==> src/rtl/serial_alu_sequencer.sv <==
`default_nettype none
// ============================================================================
// Module   : serial_alu_sequencer
// Purpose  : Bit-serial ADD/SUB/AND/XOR. It produces one result bit per clock,
//            LSB first, using a single 1-bit add cell.
// Revision : 1.0 - initial release
// ============================================================================
module serial_alu_sequencer #(
    parameter int WIDTH = 8
) (
    input  logic             clk,
    input  logic             rst,
    input  logic             start,
    input  logic [1:0]       op,
    input  logic [WIDTH-1:0] a,
    input  logic [WIDTH-1:0] b,
    output logic             busy,
    output logic             done,
    output logic [WIDTH-1:0] result,
    output logic             carry_out,
    output logic             overflow,
    output logic             zero
);

    localparam int         c_cnt_w = (WIDTH > 2) ? $clog2(WIDTH) : 1;
    localparam logic [1:0] c_op_sub = 2'b01;
    localparam logic [c_cnt_w-1:0] c_last = c_cnt_w'(WIDTH - 1);

    localparam logic [1:0] S_IDLE = 2'd0;
    localparam logic [1:0] S_RUN  = 2'd1;
    localparam logic [1:0] S_DONE = 2'd2;

    logic [1:0]         r_state;
    logic [1:0]         w_state_nxt;
    logic [WIDTH-1:0]   r_sa;
    logic [WIDTH-1:0]   r_sb;
    logic [WIDTH-1:0]   r_res_sr;
    logic [1:0]         r_op;
    logic [c_cnt_w-1:0] r_cnt;
    logic               r_carry;
    logic [WIDTH-1:0]   r_result;
    logic               r_carry_out;
    logic               r_overflow;
    logic               r_zero;

    logic               w_accept;
    logic               w_last;
    logic               w_arith;
    logic               w_h1_s, w_h1_c, w_h2_s, w_h2_c;
    logic               w_carry_nxt;
    logic               w_bit;
    logic [WIDTH-1:0]   w_res_nxt;

    assign w_accept = start && ((r_state == S_IDLE) || (r_state == S_DONE));
    assign w_last   = (r_cnt == c_last);
    assign w_arith  = ~r_op[1];

    // Two half-adders plus an OR for the carry make up the single full-add cell.
    assign w_h1_s      = r_sa[0] ^ r_sb[0];
    assign w_h1_c      = r_sa[0] & r_sb[0];
    assign w_h2_s      = w_h1_s ^ r_carry;
    assign w_h2_c      = w_h1_s & r_carry;
    assign w_carry_nxt = w_h1_c | w_h2_c;

    always_comb begin
        w_bit = w_h2_s;
        if (!w_arith) begin
            w_bit = r_op[0] ? w_h1_s : w_h1_c;
        end
    end

    assign w_res_nxt = (r_res_sr >> 1) | {w_bit, {(WIDTH-1){1'b0}}};

    always_ff @(posedge clk or posedge rst) begin
        if (rst) begin
            r_state <= S_IDLE;
        end else begin
            r_state <= w_state_nxt;
        end
    end

    always_comb begin
        w_state_nxt = r_state;
        case (r_state)
            S_IDLE:  if (start) w_state_nxt = S_RUN;
            S_RUN:   if (w_last) w_state_nxt = S_DONE;
            S_DONE:  w_state_nxt = start ? S_RUN : S_IDLE;
            default: w_state_nxt = S_IDLE;
        endcase
    end

    always_comb begin
        busy = (r_state == S_RUN);
        done = (r_state == S_DONE);
    end

    always_ff @(posedge clk or posedge rst) begin
        if (rst) begin
            r_sa        <= '0;
            r_sb        <= '0;
            r_res_sr    <= '0;
            r_op        <= '0;
            r_cnt       <= '0;
            r_carry     <= 1'b0;
            r_result    <= '0;
            r_carry_out <= 1'b0;
            r_overflow  <= 1'b0;
            r_zero      <= 1'b0;
        end else if (w_accept) begin
            // SUB is performed as a + ~b + 1: invert B and preset the carry.
            r_sa    <= a;
            r_sb    <= (op == c_op_sub) ? ~b : b;
            r_op    <= op;
            r_cnt   <= '0;
            r_carry <= (op == c_op_sub);
        end else if (r_state == S_RUN) begin
            r_sa     <= r_sa >> 1;
            r_sb     <= r_sb >> 1;
            r_res_sr <= w_res_nxt;
            r_cnt    <= r_cnt + c_cnt_w'(1);
            if (w_arith) begin
                r_carry <= w_carry_nxt;
            end
            // On the MSB step r_carry still holds the carry into the MSB.
            if (w_last) begin
                r_result    <= w_res_nxt;
                r_carry_out <= w_arith & w_carry_nxt;
                r_overflow  <= w_arith & (r_carry ^ w_carry_nxt);
                r_zero      <= (w_res_nxt == '0);
            end
        end
    end

    assign result    = r_result;
    assign carry_out = r_carry_out;
    assign overflow  = r_overflow;
    assign zero      = r_zero;

endmodule
`default_nettype wire

==> config.mk <==
export PLATFORM = sky130hd
export DESIGN_NAME = serial_alu_sequencer
export DESIGN_NICKNAME = d
export VERILOG_FILES = /design/src/rtl/serial_alu_sequencer.sv
export SDC_FILE = /design/constraint.sdc
export NUM_CORES = 1
export LEC_CHECK = 0
export CAP_MARGIN = 20
export CORE_MARGIN = 2
export CORE_UTILIZATION = 45
export CTS_CLUSTER_DIAMETER = 150
export CTS_CLUSTER_SIZE = 25
export DETAILED_ROUTE_END_ITERATION = 16
export PLACE_DENSITY = 0.7
export SLEW_MARGIN = 20
export SYNTH_ARGS = -nofsm -noshare
export SYNTH_HDL_FRONTEND = slang
export SYNTH_SLANG_ARGS = --single-unit
==> constraint.sdc <==
create_clock -name clk -period 2.8 [get_ports clk]
set_input_delay 0.7 -clock clk [delete_from_list [all_inputs] [get_ports clk]]
set_output_delay 0.7 -clock clk [all_outputs]
set_load 0.01 [all_outputs]
; Word level (Yosys, flattened, before mapping)
; Cells that the tools add are included.
[classes]
addsub = 1
n_mul = 0
div = 0
magnitude_cmp = 0
eq_ne = 7
shift = 0
muxes = 16
n_bitwise = 12
reduce_logical = 9
[op_table]
columns = cell, count
row1 = $mux W8, 5
row2 = $logic_not A8 Y1, 1
row3 = $not A8 Y8, 1
row4 = $or A7 B8 Y8, 1
row5 = $mux W1, 6
row6 = $mux W3, 2
row7 = $pmux W2 S3, 1
row8 = $reduce_and A2 Y1, 3
row9 = $and A1 B1 Y1, 4
row10 = $eq A2 B1 Y1 const B, 2
row11 = $mux W2, 2
row12 = $ne A2 B1 Y1 const B, 2
row13 = $add A3 B1 Y3 const B, 1
row14 = $eq A3 B3 Y1 const B, 1
row15 = $reduce_and A3 Y1, 1
row16 = $xor A1 B1 Y1, 3
row17 = $eq A2 B2 Y1 const B, 1
row18 = $logic_not A2 Y1, 1
row19 = $ne A2 B2 Y1 const B, 1
row20 = $not A1 Y1, 2
row21 = $reduce_bool A2 Y1, 1
row22 = $logic_and A1 B1 Y1, 1
row23 = $logic_or A1 B1 Y1, 1
row24 = $or A1 B1 Y1, 1
[totals]
ff_bits = 43
latch_bits = 0
mem_bits_rw = 0
romBits = 0
in_bits = 21
out_inout_bits = 13
word_cells = 56
mem_count = 0

; Logic depth before layout (Yosys ltp)
[logic_depth]
word_depth = 6
depth_mapped = 6
depth_no_buf = 5

; Worst setup path before layout
; No wires, ideal clock.
[synth_path]
kind = reg2out
startpoint = register r_state[1]
endpoint = output busy
arrival_time_ps = 858
required_time_ps = 2100
path_slack_ps = 1242
path_stages_with_launch = 5
path_buffers = 2
path_cell_list = dfrtp_1 nand2b_1 buf_6 inv_4 buf_4
[synth_via]
elab_chain_len = 1
[synth_rtl]
columns = element, line
row1 = from (decl), 33  ; logic [1:0] r_state;
row2 = from (signal assigned), 78  ; r_state <= w_state_nxt;
row3 = $eq A2 B1 Y1, 93  ; busy = (r_state == S_RUN);
row4 = to (decl), 17  ; output logic busy,
; Every way passes these cells.

; Final worst setup path
; Same ends and word-level chain as after synthesis.

==> flow_summary.ini <==
[setup_path]
critPathKind = register to primary output
crit_fanout = 25
crit_path_start_kind = register
rrSetupSlack_ns = 1.26
slowest_delay_ns = 0.59
cp.arrival_ns = 1.70
critPathCaptureType = primary output
slowest_stage = clkdlybuf4s50_1
critPathRequiredTime_ns = 2.10
crit_path_cell_trace = nand2b_1 -> inv_4 -> clkdlybuf4s50_1
r2r_cells = 4
r2r-start = r_sa[0]
critPathBufInv = 2
crit_family = buffers and inverters
r2r_end = zero

[logic_synthesis]
syn-cell-area_um2 = 1924
yosysSeqAreaShare_pct = 54.62
ys_types = 30
yosys-top-cells-count = 46 x nand2_1, 42 x dfrtp_1, 8 x mux2_2, 8 x nand3_1
syn-num-nets = 207
synth_most_common_cell = nand2_1
synth-edff-count = 0
yosys_warnings = 0
synth_ff_type = dfrtp_1
ys_ff_latch = 42
syn-mean-instance-area_um2 = 10.57
synth_area_leaders = dfrtp_1 55%, nand2_1 9.0%, mux2_2 4.7%
yosys.area.top_type_share_pct = 54.62
synth-async-reset-ratio_pct = 100.0
synth_top_cell_by_area = dfrtp_1
netlist_instances = 182

[cts]
cts_buffer_depth = 2
post_cts_buffers = 0
clk_pin_slew_worst_paths_ns = 0.08
cts_root_buf = clkbuf_8
cts-resized-gates = 0
htree_levels = 2
clkLatencyLatePin_ns = 0.29
cts_hold_buffers = 0
cts_tree = yes
numClockSinks = 42
numCtsBuffers = 5

[die]
die_y_um = 69.40
design.core.area_um2 = 4058
initial_utilization_pct = 47.43
die_w_um = 69.40
die_area_um2 = 4816
io_pins = 34
num_rows = 23

[drt]
vias = 1404
wirelength_mm = 3.742
wire_per_inst_um = 14.01
drcViolationCount = 0
dr.first_iter.drc_count = 106
avgViaCountPerCell = 5.258
dr.pass1.iters = 4
ant_nets = 0

[power]
p_leak_uw = 0.001099
pwr_density_cell_nw_per_um2 = 1069
vdd_drop_max_mv = 0.4674

[timing]
period_share_pct = 85.70
rsz0062_at_grt = false
finalHoldViolations = 0
max-slew-margin-rel_pct = 64.22
worstMarginPinSlew_ns = 0.5367
finalClockSkew_ns = 0.003070
fin_crit_ns = 2.400
setup_viol = 0
slew_violations = 0
whs_ns = 0.4802
fin_setup_tns_ns = 0
fmax_ghz = 0.4167

[grt]
grt_util_all_layers_pct = 16.93
grt_pass1_vias = 1400
grt_overflow = 0
grt_first_pass_wirelength_mm = 6.437
antenna_found_initial = 0
grt_max_degree = 43

[worst_hold_path]
whs_path_depth = 2
worstHoldPathType = register to register
min_to = overflow
hold_start = overflow

[finish]
areaGrowthSynthToFinish_pct = 24.06
layout.nets = 241
multiInputGateArea_um2 = 767.0
antenna_cells = 0
final_layout_size_suffix_gt1_share_pct = 11.52
seq_area_um2 = 1051
fillers = 338

[placed_design]
place.gp.congestion = 0.7366
port_buffers = 33
dp_hpwl_mm = 2.586

[run]
maxCapViolCount = 0

[outcome]
outcome = complete, no violations
-- placed cells by master, fill, tap and decap left out, drive strengths merged --
cell type and count:
a21oi 1, a22o 5, a22oi 1, a31oi 6
and3 1, buf 5, clkbuf 8, clkdlybuf4s50 33
dfrtp 42, fa 1, ha 3, inv 7
mux2 8, mux2i 3, nand2 46, nand2b 2
nand3 8, nand3b 1, nor2 7, nor2b 3
nor3 1, o211ai 6, o21ai 5, o31ai 3
or3 1, or4 1, xnor2 7, xor2 2
-- layer usage --
metal	share of wire [%]	GRT usage (%)	routed length [µm]	up-vias
met1	44	20.75	1636	685
met3	5.3	5.814	197	2
met2	50	28.53	1887	40
li1	-	-	-	677
met5	0	0	0	-
met4	0.56	4.575	21	0
-- layout make-up --
type | count | share of cell area (%)
Clock buffer | 8 | 4.612
Inverter | 7 | 1.205
Multi-Input combinational cell | 122 | 32.13
Sequential cell | 42 | 44.03
Tap cell | 50 | 2.621
Timing Repair Buffer | 38 | 15.41
-- metrics by stage --
step | setup WS [ns] | util [%] | cells | cell area [µm²] | total power [µW]
2_1_floorplan | 1.126 | - | 182 | 1924 | 1793
5_1_grt | 0.3263 | 58.83 | 267 | 2387 | 2753
3_3_place_gp | 0.7476 | 56.12 | 259 | 2277 | 2065
4_1_cts | 0.3862 | 58.83 | 267 | 2387 | 2580
6_report | 0.4004 | 58.83 | 267 | 2387 | 2551
3_5_place_dp | 0.7137 | 56.12 | 259 | 2277 | 2132
-- power breakdown --
group	internal (µW)	switching (µW)	leakage (µW)
logic	511	531	0.000515
clock network	249	198	0.0000575
registers	884	179	0.000526
total	1640	908	0.00110
-- cell families after synthesis --
family,synth area share [%]
AOI/OAI and AO/OA,9.687
xor gates and xnor gates,4.096
adders and majority gates,2.991
buffers and inverters,5.526
DFF,54.62
muxes,6.242
and+or+nand+nor,16.84
-- how the worst max path moves through the flow --
stage | startpoint | endpoint | cells past startpoint
floorplan | rst | carry_out | 1
detailed placement | r_state[1] | busy | 3
global placement | r_state[1] | busy | 3
finish | r_state[1] | busy | 3
global route | r_state[0] | busy | 3
CTS | r_state[1] | busy | 3
-- worst reg2reg max path, cell delays in order (launching register included) --
cell and delay, ns:
dfrtp_1 0.39, inv_1 0.08, fa_1 0.48, mux2_2 0.31, a22o_1 0.18
-- sequential cells by signal, indices dropped and copies added, names as in the netlist --
signal and count:
r_sa 8, r_sb 8, result 8, r_res_sr 7
r_cnt 3, r_op 2, r_state 2, carry_out 1
overflow 1, r_carry 1, zero 1
No activity file was read; power rests on OpenSTA's default activity.
